--- src/rtl/pb_hw_pkg.sv ---
// Shared types for the protobuf wire-format front end: wire types, error
// codes, parser states and the varint length limit.
package pb_hw_pkg;

  localparam int MAX_VARINT_BYTES = 10;

  typedef enum logic [2:0] {
    WT_VARINT  = 3'd0,
    WT_FIXED64 = 3'd1,
    WT_LEN     = 3'd2,
    WT_FIXED32 = 3'd5
  } pb_wire_type_e;

  typedef enum logic [2:0] {
    ERR_NONE            = 3'd0,
    ERR_VARINT_TOO_LONG = 3'd1,
    ERR_BAD_WIRE_TYPE   = 3'd2,
    ERR_BAD_FIELD       = 3'd3,
    ERR_LEN_TOO_BIG     = 3'd4,
    ERR_TRUNCATED       = 3'd5
  } pb_err_e;

  typedef enum logic [2:0] {
    ST_KEY     = 3'd0,
    ST_VARINT  = 3'd1,
    ST_FIXED   = 3'd2,
    ST_LEN     = 3'd3,
    ST_EMIT    = 3'd4,
    ST_PAYLOAD = 3'd5,
    ST_DRAIN   = 3'd6
  } pb_parse_state_e;

  function automatic logic wt_supported(input logic [2:0] wt);
    return (wt == WT_VARINT) || (wt == WT_FIXED64) ||
           (wt == WT_LEN) || (wt == WT_FIXED32);
  endfunction

endpackage

--- src/rtl/pb_varint_accum.sv ---
// Byte-serial LEB128 varint accumulator shared by the key, varint and length
// phases. value_o already includes the byte presented on byte_i this cycle.
module pb_varint_accum
  import pb_hw_pkg::*;
(
  input  logic        clk,
  input  logic        rst_n,
  input  logic        clear_i,
  input  logic        strobe_i,
  input  logic [7:0]  byte_i,
  output logic [63:0] value_o,
  output logic        done_o,
  output logic        too_long_o
);

  logic [63:0] acc_q;
  logic [3:0]  cnt_q;
  logic [6:0]  shamt;

  localparam logic [3:0] LAST_IDX = 4'(MAX_VARINT_BYTES - 1);

  // Bits of the 10th group above bit 63 fall off the 64-bit shift.
  always_comb begin
    shamt      = 7'(7 * cnt_q);
    value_o    = acc_q | (64'(byte_i[6:0]) << shamt);
    done_o     = strobe_i && !byte_i[7];
    too_long_o = strobe_i && byte_i[7] && (cnt_q == LAST_IDX);
  end

  always_ff @(posedge clk or negedge rst_n) begin
    if (!rst_n) begin
      acc_q <= '0;
      cnt_q <= '0;
    end else if (clear_i) begin
      acc_q <= '0;
      cnt_q <= '0;
    end else if (strobe_i) begin
      acc_q <= value_o;
      if (cnt_q != LAST_IDX) cnt_q <= cnt_q + 4'd1;
    end
  end

endmodule

--- src/rtl/pb_field_parser.sv ---
// Streaming protobuf field splitter: one byte in per cycle, one descriptor per
// field, LEN payload passed through. Optional PB_FIELD_PARSER_STATS_EN adds counters.
// Handshakes: a transfer happens on a cycle where valid && ready; a producer
// holds valid and its data stable until that cycle.
module pb_field_parser
  import pb_hw_pkg::*;
#(
  parameter int MAX_LEN_W = 32
) (
  input  logic            clk,
  input  logic            rst_n,
  input  logic            in_valid,
  output logic            in_ready,
  input  logic [7:0]      in_data,
  input  logic            in_last,
  output logic            fld_valid,
  input  logic            fld_ready,
  output logic [31:0]     fld_number,
  output logic [2:0]      fld_wire_type,
  output logic [63:0]     fld_value,
  output logic            fld_last,
  output logic            pay_valid,
  input  logic            pay_ready,
  output logic [7:0]      pay_data,
  output logic            pay_last,
  output logic            err,
  output logic [2:0]      err_code,
`ifdef PB_FIELD_PARSER_STATS_EN
  output logic [31:0]     stat_fields,
  output logic [31:0]     stat_errors,
`endif
  output pb_parse_state_e dbg_state
);

  pb_parse_state_e      state_q, state_d;
  logic [2:0]           wt_q, wt_d;
  logic [31:0]          num_q, num_d;
  logic [63:0]          val_q, val_d;
  logic                 last_q, last_d;
  logic [2:0]           fix_idx_q, fix_idx_d;
  logic [MAX_LEN_W-1:0] pay_cnt_q, pay_cnt_d;
  logic                 err_q, err_d;
  pb_err_e              err_code_q, err_code_d;

  logic                 accept;
  logic                 fail;
  pb_err_e              fail_code;
  logic                 acc_clear, acc_strobe, acc_done, acc_too_long;
  logic [63:0]          acc_value;
  logic [2:0]           fix_last_idx;

  pb_varint_accum u_accum (
    .clk        (clk),
    .rst_n      (rst_n),
    .clear_i    (acc_clear),
    .strobe_i   (acc_strobe),
    .byte_i     (in_data),
    .value_o    (acc_value),
    .done_o     (acc_done),
    .too_long_o (acc_too_long)
  );

  always_comb begin
    case (state_q)
      ST_EMIT:    in_ready = 1'b0;
      ST_PAYLOAD: in_ready = pay_ready;
      default:    in_ready = 1'b1;
    endcase
  end

  assign accept       = in_valid && in_ready;
  assign fix_last_idx = (wt_q == WT_FIXED64) ? 3'd7 : 3'd3;

  always_comb begin
    state_d    = state_q;
    wt_d       = wt_q;
    num_d      = num_q;
    val_d      = val_q;
    last_d     = last_q;
    fix_idx_d  = fix_idx_q;
    pay_cnt_d  = pay_cnt_q;
    err_d      = 1'b0;
    err_code_d = err_code_q;
    fail       = 1'b0;
    fail_code  = ERR_NONE;
    acc_clear  = 1'b1;
    acc_strobe = 1'b0;
    fld_valid  = 1'b0;
    fld_last   = 1'b0;
    pay_valid  = 1'b0;
    pay_data   = 8'h00;
    pay_last   = 1'b0;

    case (state_q)
      ST_KEY: begin
        acc_strobe = accept;
        acc_clear  = accept && (acc_done || acc_too_long || in_last);
        if (accept) begin
          if (acc_too_long) begin
            fail = 1'b1; fail_code = ERR_VARINT_TOO_LONG;
          end else if (acc_done) begin
            if (acc_value[63:3] == '0) begin
              fail = 1'b1; fail_code = ERR_BAD_FIELD;
            end else if (!wt_supported(acc_value[2:0])) begin
              fail = 1'b1; fail_code = ERR_BAD_WIRE_TYPE;
            end else if (in_last) begin
              fail = 1'b1; fail_code = ERR_TRUNCATED;
            end else begin
              num_d     = acc_value[34:3];
              wt_d      = acc_value[2:0];
              val_d     = '0;
              last_d    = 1'b0;
              fix_idx_d = '0;
              if (acc_value[2:0] == WT_VARINT)   state_d = ST_VARINT;
              else if (acc_value[2:0] == WT_LEN) state_d = ST_LEN;
              else                               state_d = ST_FIXED;
            end
          end else if (in_last) begin
            fail = 1'b1; fail_code = ERR_TRUNCATED;
          end
        end
      end

      ST_VARINT, ST_LEN: begin
        acc_strobe = accept;
        acc_clear  = accept && (acc_done || acc_too_long || in_last);
        if (accept) begin
          if (acc_too_long) begin
            fail = 1'b1; fail_code = ERR_VARINT_TOO_LONG;
          end else if (acc_done) begin
            if (state_q == ST_VARINT) begin
              val_d   = acc_value;
              last_d  = in_last;
              state_d = ST_EMIT;
            end else if ((acc_value >> MAX_LEN_W) != '0) begin
              fail = 1'b1; fail_code = ERR_LEN_TOO_BIG;
            end else if (acc_value == '0) begin
              val_d   = '0;
              last_d  = in_last;
              state_d = ST_EMIT;
            end else if (in_last) begin
              // A non-empty payload cannot follow the final byte.
              fail = 1'b1; fail_code = ERR_TRUNCATED;
            end else begin
              val_d     = acc_value;
              pay_cnt_d = acc_value[MAX_LEN_W-1:0];
              last_d    = 1'b0;
              state_d   = ST_EMIT;
            end
          end else if (in_last) begin
            fail = 1'b1; fail_code = ERR_TRUNCATED;
          end
        end
      end

      ST_FIXED: begin
        if (accept) begin
          val_d[{fix_idx_q, 3'b000} +: 8] = in_data;
          fix_idx_d = fix_idx_q + 3'd1;
          if (fix_idx_q == fix_last_idx) begin
            last_d  = in_last;
            state_d = ST_EMIT;
          end else if (in_last) begin
            fail = 1'b1; fail_code = ERR_TRUNCATED;
          end
        end
      end

      ST_EMIT: begin
        fld_valid = 1'b1;
        fld_last  = last_q;
        if (fld_ready) begin
          state_d = ((wt_q == WT_LEN) && (val_q != '0)) ? ST_PAYLOAD : ST_KEY;
        end
      end

      ST_PAYLOAD: begin
        pay_valid = in_valid;
        pay_data  = in_data;
        pay_last  = (pay_cnt_q == MAX_LEN_W'(1));
        fld_last  = in_valid && pay_last && in_last;
        if (accept) begin
          pay_cnt_d = pay_cnt_q - MAX_LEN_W'(1);
          if (pay_last) begin
            state_d = ST_KEY;
          end else if (in_last) begin
            fail = 1'b1; fail_code = ERR_TRUNCATED;
          end
        end
      end

      ST_DRAIN: begin
        if (accept && in_last) state_d = ST_KEY;
      end

      default: state_d = ST_KEY;
    endcase

    if (fail) begin
      err_d      = 1'b1;
      err_code_d = fail_code;
      state_d    = in_last ? ST_KEY : ST_DRAIN;
    end
  end

  always_ff @(posedge clk or negedge rst_n) begin
    if (!rst_n) begin
      state_q    <= ST_KEY;
      wt_q       <= '0;
      num_q      <= '0;
      val_q      <= '0;
      last_q     <= 1'b0;
      fix_idx_q  <= '0;
      pay_cnt_q  <= '0;
      err_q      <= 1'b0;
      err_code_q <= ERR_NONE;
    end else begin
      state_q    <= state_d;
      wt_q       <= wt_d;
      num_q      <= num_d;
      val_q      <= val_d;
      last_q     <= last_d;
      fix_idx_q  <= fix_idx_d;
      pay_cnt_q  <= pay_cnt_d;
      err_q      <= err_d;
      err_code_q <= err_code_d;
    end
  end

  assign fld_number    = num_q;
  assign fld_wire_type = wt_q;
  assign fld_value     = val_q;
  assign err           = err_q;
  assign err_code      = err_code_q;
  assign dbg_state     = state_q;

`ifdef PB_FIELD_PARSER_STATS_EN
  logic [31:0] stat_fields_q, stat_errors_q;

  always_ff @(posedge clk or negedge rst_n) begin
    if (!rst_n) begin
      stat_fields_q <= '0;
      stat_errors_q <= '0;
    end else begin
      if (fld_valid && fld_ready && (stat_fields_q != '1)) stat_fields_q <= stat_fields_q + 32'd1;
      if (err_q && (stat_errors_q != '1))                  stat_errors_q <= stat_errors_q + 32'd1;
    end
  end

  assign stat_fields = stat_fields_q;
  assign stat_errors = stat_errors_q;
`endif

endmodule

--- config.mk ---
export PLATFORM = sky130hd
export DESIGN_NAME = pb_field_parser
export DESIGN_NICKNAME = d
export VERILOG_FILES = /design/src/rtl/pb_hw_pkg.sv /design/src/rtl/pb_varint_accum.sv /design/src/rtl/pb_field_parser.sv
export SDC_FILE = /design/constraint.sdc
export NUM_CORES = 1
export LEC_CHECK = 0
export BUFFER_PORTS_ARGS = -buffer_cell sky130_fd_sc_hd__buf_2
export CAP_MARGIN = 20
export CORE_ASPECT_RATIO = 1.1
export CORE_UTILIZATION = 40
export DETAILED_ROUTE_END_ITERATION = 8
export GPL_ROUTABILITY_DRIVEN = 0
export SLEW_MARGIN = 20
export SYNTH_ARGS = -nofsm -noshare
export SYNTH_HDL_FRONTEND = slang
export SYNTH_HIERARCHICAL = 1
export SYNTH_SLANG_ARGS = --single-unit
--- constraint.sdc ---
create_clock -name clk -period 3 [get_ports clk]
set_input_delay 0.15 -clock clk [delete_from_list [all_inputs] [get_ports clk]]
set_output_delay 0.15 -clock clk [all_outputs]
set_load 0.05 [all_outputs]
### After elaboration in Yosys (flattened, before gate mapping)

Cells that the tools add are included.
Widths: inputs -> output; s select.

| storage, ports and cells | value |
|---|---|
| logic and storage cells | 230 |
| flip-flop bits (word level) | 210 |

| cells by class | value |
|---|---|
| $mul | 1 |
| equal/unequal tests | 50 |
| shift operators | 3 |
| add/sub/neg operators | 4 |
| reduce and logical (&&, ||, !) cells | 35 |
| mux-type cells | 122 |
| bitwise gates (word level) | 4 |

Operators with widths:

| kind | count |
|---|---|
| $mux 64 | 16 |
| $mux 32 | 8 |
| $pmux 64 s3 | 1 |
| $mux 3 | 46 |
| $reduce_bool 64->1 | 2 |
| $bwmux 64 | 1 |
| $logic_not 64->1 | 1 |
| $or 64x64->64 | 1 |
| $pmux 32 s2 | 1 |
| $shift 8x8->64 const A | 1 |
| $shiftx 8x8->64 | 1 |
| $shl 7x7->64 | 1 |
| $logic_not 61->1 | 1 |
| $ne 3x3->1 const B | 16 |
| $mux 1 | 37 |
| $eq 32x1->1 const B | 1 |
| $ne 2x2->1 const B | 16 |
| $sub 32x1->32 const B | 1 |
| $pmux 3 s6 | 1 |
| $reduce_and 17->1 | 1 |
| $reduce_and 13->1 | 1 |
| $eq 3x2->1 const B | 4 |
| $eq 3x3->1 const B | 4 |
| $mux 4 | 3 |
| 30 further kinds | 53 |

### Longest topological paths before layout

Gate-level depths: netlist (run 1).

| depth | value |
|---|---|
| word-level depth | 15 |
| mapped depth | 16 |
| gate-level depth less buffers | 13 |

### Cells and area by module

The synthesis (run 1) kept the hierarchy.

Modules (own cells, without submodules):

| module | times used | area each (um^2) | cells an instance |
|---|---|---|---|
| pb_field_parser | 1 | 7833.8 | 837 |
| pb_varint_accum | 1 | 3359.5 | 338 |

### Worst setup path after synthesis (run 1)

No wires, ideal clock.

| timing | value |
|---|---|
| path kind | flip-flop to flip-flop |
| start point | reg state_q[2] (netlist: dbg_state[2]) |
| end point | reg num_q[10] (netlist: fld_number[10]) |
| data required time | 2.875 ns |
| setup time | 0.125 ns |
| cell stages (with the launch flop) | 13 |
| data arrival time | 3.524 ns |
| path slack | -0.649 ns |
| cell sequence | dfrtp_1 > clkinv_1 > nand2_1 > o21ai_0 > and2_1 > and3b_1 > buf_2 > and3_1 > nand2b_1 > nor3_1 > nor3b_2 > clkbuf_1 > mux2_2 |

| between the ends | value |
|---|---|
| word-level cells in the longest chain between the ends | 8 |
| elaborated cells on any way between the ends | 14 |

RTL lines:

| element | RTL line | text |
|---|---|---|
| from (decl) | pb_field_parser.sv:35 | `pb_parse_state_e state_q, state_d;` |
| from (signal assigned) | pb_field_parser.sv:218 | `state_q <= state_d;` |
| $eq 3x3->1 | pb_field_parser.sv:64 | `case (state_q)` |
| $pmux 1 s2 | pb_field_parser.sv:64 |  |
| $logic_and 1x1->1 | pb_field_parser.sv:71 | `assign accept = in_valid && in_ready;` |
| $mux 1 (*) | pb_field_parser.sv:94 | `case (state_q)` |
| named net acc_strobe | pb_field_parser.sv:48 | `logic acc_clear, acc_strobe, acc_done, acc_too_long;` |
| $logic_and 1x1->1 (*) (2 in a row) | pb_varint_accum.sv:27 | `too_long_o = strobe_i && byte_i[7] && (cnt_q == LAST_IDX);` |
| named net acc_too_long | pb_field_parser.sv:48 |  |
| $not 1->1 (no line) (*) | -- |  |
| $reduce_and 7->1 (no line) (*) | -- |  |
| to (signal assigned) | pb_field_parser.sv:220 | `num_q <= num_d;` |
| to (decl) | pb_field_parser.sv:37 | `logic [31:0] num_q, num_d;` |

Mark *: on every way through the listed nets, which the timed path passes. The rest lies on a longest branch.
A chain may end at the register's enable or synchronous reset.

### Worst setup path after layout (run 1)

| timing | value |
|---|---|
| start point | reg u_accum.cnt_q[0] |
| end point | reg pay_cnt_q[2] |

| between the ends | value |
|---|---|
| elaborated cells on any way between the ends | 19 |

RTL lines:

| element | RTL line | text |
|---|---|---|
| from (decl) | pb_varint_accum.sv:17 | `logic [3:0] cnt_q;` |
| from (signal assigned) | pb_varint_accum.sv:39 | `if (cnt_q != LAST_IDX) cnt_q <= cnt_q + 4'd1;` |
| $mul 3x4->7 (*) | pb_varint_accum.sv:24 | `shamt = 7'(7 * cnt_q);` |
| $shl 7x7->64 (*) | pb_varint_accum.sv:25 | `value_o = acc_q \| (64'(byte_i[6:0]) << shamt);` |
| $or 64x64->64 (*) | pb_varint_accum.sv:25 |  |
| named net acc_value[49] | pb_field_parser.sv:49 | `logic [63:0] acc_value;` |
| $logic_not 64->1 / $reduce_bool 64->1 (equally long branches) | pb_field_parser.sv:137, pb_field_parser.sv:135 |  |
| $ne 2x2->1 (no line) | -- |  |
| $reduce_and 9->1 (no line) (*) | -- |  |
| to (signal assigned) | pb_field_parser.sv:224 | `pay_cnt_q <= pay_cnt_d;` |
| to (decl) | pb_field_parser.sv:41 | `logic [MAX_LEN_W-1:0] pay_cnt_q, pay_cnt_d;` |

Mark *: on every way through the listed nets, which the timed path passes. The rest lies on a longest branch. The select of a mux whose other input is x is not followed.

==> impl_results.md, run 1 <==
* Hold Fails Final Rpt at 0
* CP Data Required Time at approximately 3400 ps
* RSZ-0062 raised after global routing: true
* Final Critical Period at 3360 ps
* Total leakage power at 7.71 nW
* Int Power at between 0.007 and 0.008 W
* Crit-path max FO at 8
* H-tree depth at 1
* Seq/Total Area, Yosys at 0.469
* Row count at 63
* Vias per cell at approximately 6
* Die Wd at approximately 160 um
* Worst Setup Start Kind: register
* Clk slew on worst S/H paths at 70 ps
* # fillers at 2,309
* Mapped Cells at 1,175
* Sink Count at 210
* F_max at 0.298 GHz
* Flops & latches, synth at 210
* Tot GR Track Use at 0.281
* Syn avg cell area at roughly 9.5 sq um
* Dominant synthesized flop cell: dfrtp_1
* CTS tree: done
* First-pass GRT wire length at 62,300 um
* Final WS setup at -358 ps
* Worst-Skew Late Latency at between 500 and 600 ps
* Drt initial violations at about 1,200
* Die area at between 20,000 and 30,000 sq um
* CP Capture Type: register
* Core ar. at about 27,000 sq um
* Relative slew slack at 0.552
* Final period util at 1.12
* Switching Fraction at 0.431
* Hold Path Class: in2reg
* Reg2Reg Launch Point: u_accum/cnt_q[0]$_DFFE_PN0P_
* Post-route ant nets at 0
* Post-Place Worst Slack at -581 ps
* Fin Setup TNS at -32,400 ps
* FF/Latch Area at about 5300 sq um
* Detail Placement HPWL at 28,700 um
* Routed wire length at roughly 42,000 um
* Netlist cell types at roughly 80
* Multi-input gate area at 6250 sq um
* Setup violations, final at about 140
* Synth Cell Area at between 10,000 and 15,000 sq um
* Gr ovfl total at 0
* Gate power share at 0.471
* DRC at 0
* Largest net degree at the start of global routing at 76
* Failing checks: negative setup slack
* Synth warn at 6
* Clock skew at about 12 ps
* DR pass1 iterations at 7
* Area Growth Syn to Fin at 43.4%
* Final nets at 1,524
* Status: finished, violations left
* I/O Pins at approximately 130
* Worst setup path start: u_accum/cnt_q[0]$_DFFE_PN0P_
* Port Buf Inserts at around 130
* Power density over cell area at 827 nW/um^2
* Fraction of layout cells with a size suffix above 1 at 0.427
* Clock root buffer: clkbuf_16
* Least-Margin Pin Slew at 672 ps
* Clock tree buffer depth at 3
* Routed wire per std cell at around 23 um
* Crit Path Class: reg2reg
* Max Cap Viol at 0
* Num CTS Buffers at 22
* Switch Pwr at around 0.0057 W
* Die height at about 180 um
* Syn nets at between 1,000 and 1,500
* Number of synthesized flops with an enable pin at 0
* Asr flop ratio synth at 1.00
* Via count at 11,300
* Hold Startpoint: in_data[7]
* Clk pwr share at 0.243
* Slew Viols, Final at 0
* Worst ir drop on vdd at roughly 660 uV
* CP Data Arrival Time at ~3800 ps
* Antenna violations before repair at 0
* Initial Util at 0.412
* Vias in the first global route at 10,500
* Sequential cell fraction of total power at 0.286
-- cells by family after synthesis --
family                     after synthesis  synth area share
AOI/OAI and AO/OA                      427             0.252
xor gates and xnor gates                 2           0.00157
adders and majority gates               10            0.0112
buffers and inverters                  143            0.0558
DFF                                    210             0.469
muxes                                   37            0.0371
and+or+nand+nor                        346             0.173
-- sequential cells by signal (all words and copies together), names as in the netlist --
register       count
pay_cnt_q         32
fix_idx_q          3
fld_number        32
err                1
dbg_state          3
fld_value         64
u_accum/acc_q     64
last_q             1
u_accum/cnt_q      4
fld_wire_type      3
err_code           3
-- worst paths after layout --
check / endpoint / slack, ps / depth (start not counted)
max: pay_cnt_q[2]$_DFFE_PN0P_ / -360 / 14
min reg2reg: err_code[0]$_DFFE_PN0P_ / 500 / 1
max reg2reg: pay_cnt_q[2]$_DFFE_PN0P_ / -360 / 14
max in group asynchronous: pay_cnt_q[10]$_DFFE_PN0P_ / 1800 / 3
min in group asynchronous: u_accum/acc_q[43]$_DFFE_PN0P_ / 230 / 2
min: fld_value[15]$_DFFE_PN0P_ / 90 / 3
-- repair_timing --
| item | 4_1_cts | 5_1_grt |
|---|---|---|
| gates cloned | 5 | 9 |
| hold endpoints to repair | 71 | 0 |
| setup buffers | 19 | 24 |
| hold buffers | 1 | 0 |
| pin swaps | 23 | 50 |
| endpoints found under the setup margin | 139 | 143 |
| gates resized for setup | 127 | 121 |
-- final cells by class --
class	count	area share
Multi-Input combinational cell	823	0.389
Sequential cell	210	0.328
Timing Repair Buffer	389	0.189
Clock buffer	25	0.0369
Tap cell	357	0.0278
Clock inverter	14	0.0163
Inverter	54	0.0129
Antenna cell	1	0.000156
-- worst max-delay path, stage by stage, from the launching register on --
cell and delay (ps):
dfrtp_2 430, buf_6 130, and4b_2 270, a21o_4 230
nor4_4 260, nand4_1 210, buf_4 210, or2_4 230
buf_6 130, a2111oi_4 300, o211ai_1 240, buf_4 240
clkbuf_16 150, o21ai_2 110, o21ai_1 80
-- cells in the mapped netlist (12+ instances only) --
library cell,number,share of area
o21ai_0,45,0.020
nand4_1,13,0.0073
a21o_1,62,0.042
mux2_2,35,0.035
nand3_1,13,0.0058
a21oi_1,110,0.049
dfrtp_1,210,0.47
nor2_1,131,0.044
nand2_1,35,0.012
a22oi_1,72,0.048
o22ai_1,45,0.025
o2bb2ai_1,27,0.021
nor3_1,23,0.010
clkbuf_1,48,0.016
inv_1,53,0.018
nor4_1,39,0.022
buf_2,23,0.010
and3_1,13,0.0073
a31oi_1,12,0.0067
-- metal layers --
metal	routed length [um]	share of wire	global-route usage	vias up
li1	-	-	-	5008
met1	18300	0.43	0.395	5696
met2	19600	0.46	0.448	531
met3	2990	0.071	0.0381	96
met4	1470	0.035	0.0908	0
met5	0	0	0	-
-- per-stage QoR --
step            util  cells  total power, W  cell area, sq um  hold WS, ps
2_1_floorplan      -   1175         0.00724             11300         -146
3_3_place_gp   0.499   1779         0.00899             13600          224
3_5_place_dp   0.499   1779         0.00903             13600          227
4_1_cts        0.562   1843          0.0128             15300         62.2
5_1_grt        0.590   1872          0.0138             16100         71.3
6_report       0.590   1873          0.0133             16100         89.4
-- layout by cell type, fill, tap and decap left out, types with 35 or more instances in the layout --
| master | synthesis | layout |
|---|---|---|
| buf_4 | 1 | 197 |
| a22oi_1 | 72 | 72 |
| inv_1 | 53 | 52 |
| a21oi_1 | 110 | 94 |
| dfrtp_1 | 210 | 203 |
| nand2_1 | 35 | 35 |
| buf_2 | 23 | 132 |
| buf_6 | 6 | 36 |
| nor2_1 | 131 | 124 |
| a21o_1 | 62 | 62 |
-- power groups by stage --
stage | registers (W) | clock network, W | logic [W]
after floorplan | 0.00475 | 0 | 0.00249
after global placement | 0.00378 | 0 | 0.00520
after detailed placement | 0.00380 | 0 | 0.00523
after CTS | 0.00376 | 0.00326 | 0.00575
after global routing | 0.00386 | 0.00336 | 0.00658
final | 0.00380 | 0.00323 | 0.00625
Power figures use the tool's default switching activity.
==> run 2: changes to the inputs <==
--- a/config.mk
+++ b/config.mk
@@ -7,12 +7,13 @@
 export LEC_CHECK = 0
 export BUFFER_PORTS_ARGS = -buffer_cell sky130_fd_sc_hd__buf_2
 export CAP_MARGIN = 20
-export CORE_ASPECT_RATIO = 1.1
 export CORE_UTILIZATION = 40
 export DETAILED_ROUTE_END_ITERATION = 8
 export GPL_ROUTABILITY_DRIVEN = 0
+export HOLD_SLACK_MARGIN = 0.15
 export SLEW_MARGIN = 20
 export SYNTH_ARGS = -nofsm -noshare
 export SYNTH_HDL_FRONTEND = slang
 export SYNTH_HIERARCHICAL = 1
 export SYNTH_SLANG_ARGS = --single-unit
+export TNS_END_PERCENT = 20
==> run 2 against run 1 <==
The flow still finishes with violations (negative setup slack). Global-route usage rose by 0.23 points. Register-to-register slack better by 50 ps. Worst setup slack gained 46 ps. Total power fell by 5.0%. Utilization shrank 3.3 points. First-iteration DRC count down 20%. Critical path type unchanged.
==> impl_results.md, run 2 (same netlist as run 1, synthesis figures left out) <==
* Status: finished, violations left
* Failing checks: negative setup slack
* Port Buf Inserts at ~130
* Max Cap Viol at 0
* Worst ir drop on vdd at ~450 uV
* Gr ovfl total at 0
* Die Wd at roughly 170 um
* DRC at 0
* Least-Margin Pin Slew at 697 ps
* Detail Placement HPWL at just under 30,000 um
* Clock skew at roughly 13 ps
* Crit-path slowest cell: or4b_4
* Antenna cells at 0
* Max incr delay on CP at slightly below 600 ps
* Tot GR Track Use at 0.283
* Crit-path leading delay family: simple AND/OR/NAND/NOR gates
* Total leakage power at about 7.4 nW
* CP Capture Type: register
* Num CTS Buffers at 23
* Final Critical Period at 3310 ps
* Routed wire length at roughly 41,000 um
* F_max at 0.302 GHz
* Post-Place Worst Slack at -548 ps
* Clk slew on worst S/H paths at ~70 ps
* Most frequent cells in the layout: dfrtp_1 (202), buf_4 (186), buf_2 (130), nor2_1 (126), a21oi_1 (104)
* Via count at 11,000
* Post-Place Cells at between 1,500 and 2,000
* Die height at 169 um
* First-pass GRT wire length at 62,800 um
* Final period util at 1.10
* Final nets at about 1,500
* Routed wire per std cell at around 22 um
* Area Growth Syn to Fin at 35.4%
* Hold Fails Final Rpt at 0
* CP Cell Sequence: buf_4 > buf_4 > nor2_1 > buf_4 > a21o_1 > mux2i_1 > nand2b_1 > nand3_1 > or4b_4 > buf_8 > or2_4 > o2bb2ai_1
* Die area at about 29,000 sq um
* Worst Setup Start Kind: register
* Drt initial violations at 994
* CP bufs+invs at 4
* Relative slew slack at 0.535
* Vias in the first global route at ~11,000
* Final cell count without fillers at approximately 1,900
* Slew Viols, Final at 0
* CP Data Required Time at between 3000 and 4000 ps
* Row count at 60
* CP Data Arrival Time at roughly 3700 ps
* Post-route ant nets at 0
* Crit Path Class: reg2reg
* Hold Path Class: in2reg
* Antenna violations before repair at 0
* DR pass1 iterations at 5
* Largest net degree at the start of global routing at 76
* Worst-Skew Late Latency at 520 ps
* Clock tree buffer depth at 3
* Cell repeated most along the worst path: buf_4
* Crit-path max FO at 8
* Setup violations, final at around 140
* Core ar. at 27,200 sq um
* Sink Count at 210
* Fraction of layout cells with a size suffix above 1 at 0.368
* I/O Pins at 133
* Hold slack at around 170 ps
* Most common cell after layout, fill and taps aside: dfrtp_1
* Initial Util at 0.412
* RSZ-0062 raised after global routing: true
* Final WS setup at -311 ps
* H-tree depth at 1
* Vias per cell at slightly below 6
* Clock root buffer: clkbuf_16
* Power density over cell area at 832 nW/um^2
* CTS tree: done
-- run 2: cell count changes in the layout (fill, tap and decap cells not counted), sizes merged --
| cell | previous run | this run |
|---|---|---|
| and4bb | 4 | 3 |
| buf | 383 | 346 |
| bufinv | 7 | 5 |
| clkbuf | 30 | 32 |
| clkinv | 3 | 6 |
| clkinvlp | 5 | 1 |
| diode | 1 | 0 |
| dlygate4sd3 | 1 | 4 |
| inv | 53 | 54 |
-- run 2: metrics by stage --
stage	cell area, sq um	power [W]	utilization	TNS (ps)
5_1_grt	15200	0.0132	0.558	-42580
4_1_cts	14900	0.0124	0.548	-23870
6_report	15200	0.0126	0.558	-27770
3_5_place_dp	13600	0.00904	0.499	-47640
3_3_place_gp	13600	0.00899	0.499	-43590
2_1_floorplan	11300	0.00723	-	-5610
-- run 2: timing repair --
| item | in CTS | in global routing |
|---|---|---|
| resized for setup | 78 | 54 |
| endpoints found under the hold margin | 76 | 0 |
| hold buffers | 4 | 0 |
| cloned | 5 | 1 |
| endpoints found under the setup margin | 139 | 140 |
| pin swaps | 25 | 27 |
| buffers inserted | 9 | 0 |
-- run 2: cell type report --
| type | instances | area, sq um |
|---|---|---|
| fillers | 2440 | 12000 |
| multi-input cells | 822 | 5770 |
| flip-flops and latches | 210 | 5270 |
| repair buffers | 352 | 2590 |
| clock buffers | 30 | 652 |
| well taps | 372 | 465 |
| inverters | 54 | 208 |
| clock inverters | 12 | 203 |
-- run 2: worst reg2reg max path: cells and delay by family, from the launching register on --
kind,cells,cell delay (ps)
AOI/OAI and AO/OA,2,290
buffers and inverters,4,660
muxes,1,260
DFF,1,440
and+or+nand+nor,5,1530
-- run 2: report_power, final --
part	switching, W	internal, W	total, W
Combinational	0.00373	0.00189	0.00563
Sequential	0.000482	0.00331	0.00379
Clock	0.00122	0.00197	0.00319
Total	0.00544	0.00717	0.0126
-- run 2: metal layers --
metal,track usage,vias to the layer above,part of all wire
met5,0,-,0
met4,0.0940,0,0.031
met3,0.0343,72,0.070
met2,0.443,493,0.45
met1,0.407,5486,0.44
li1,-,4939,-
-- run 2: path summary, 6_finish.rpt --
kind / start / end / slack, ps / cells after the start
max: u_accum/cnt_q[2]$_DFFE_PN0P_ / fld_value[28]$_DFFE_PN0P_ / -310 / 12
min: in_data[6] / u_accum/acc_q[34]$_DFFE_PN0P_ / 170 / 4
max reg2reg: u_accum/cnt_q[2]$_DFFE_PN0P_ / fld_value[28]$_DFFE_PN0P_ / -310 / 12
min reg2reg: u_accum/acc_q[28]$_DFFE_PN0P_ / u_accum/acc_q[28]$_DFFE_PN0P_ / 500 / 2
max in group asynchronous: rst_n / fld_number[8]$_DFFE_PN0P_ / 1890 / 3
min in group asynchronous: rst_n / u_accum/acc_q[44]$_DFFE_PN0P_ / 190 / 2
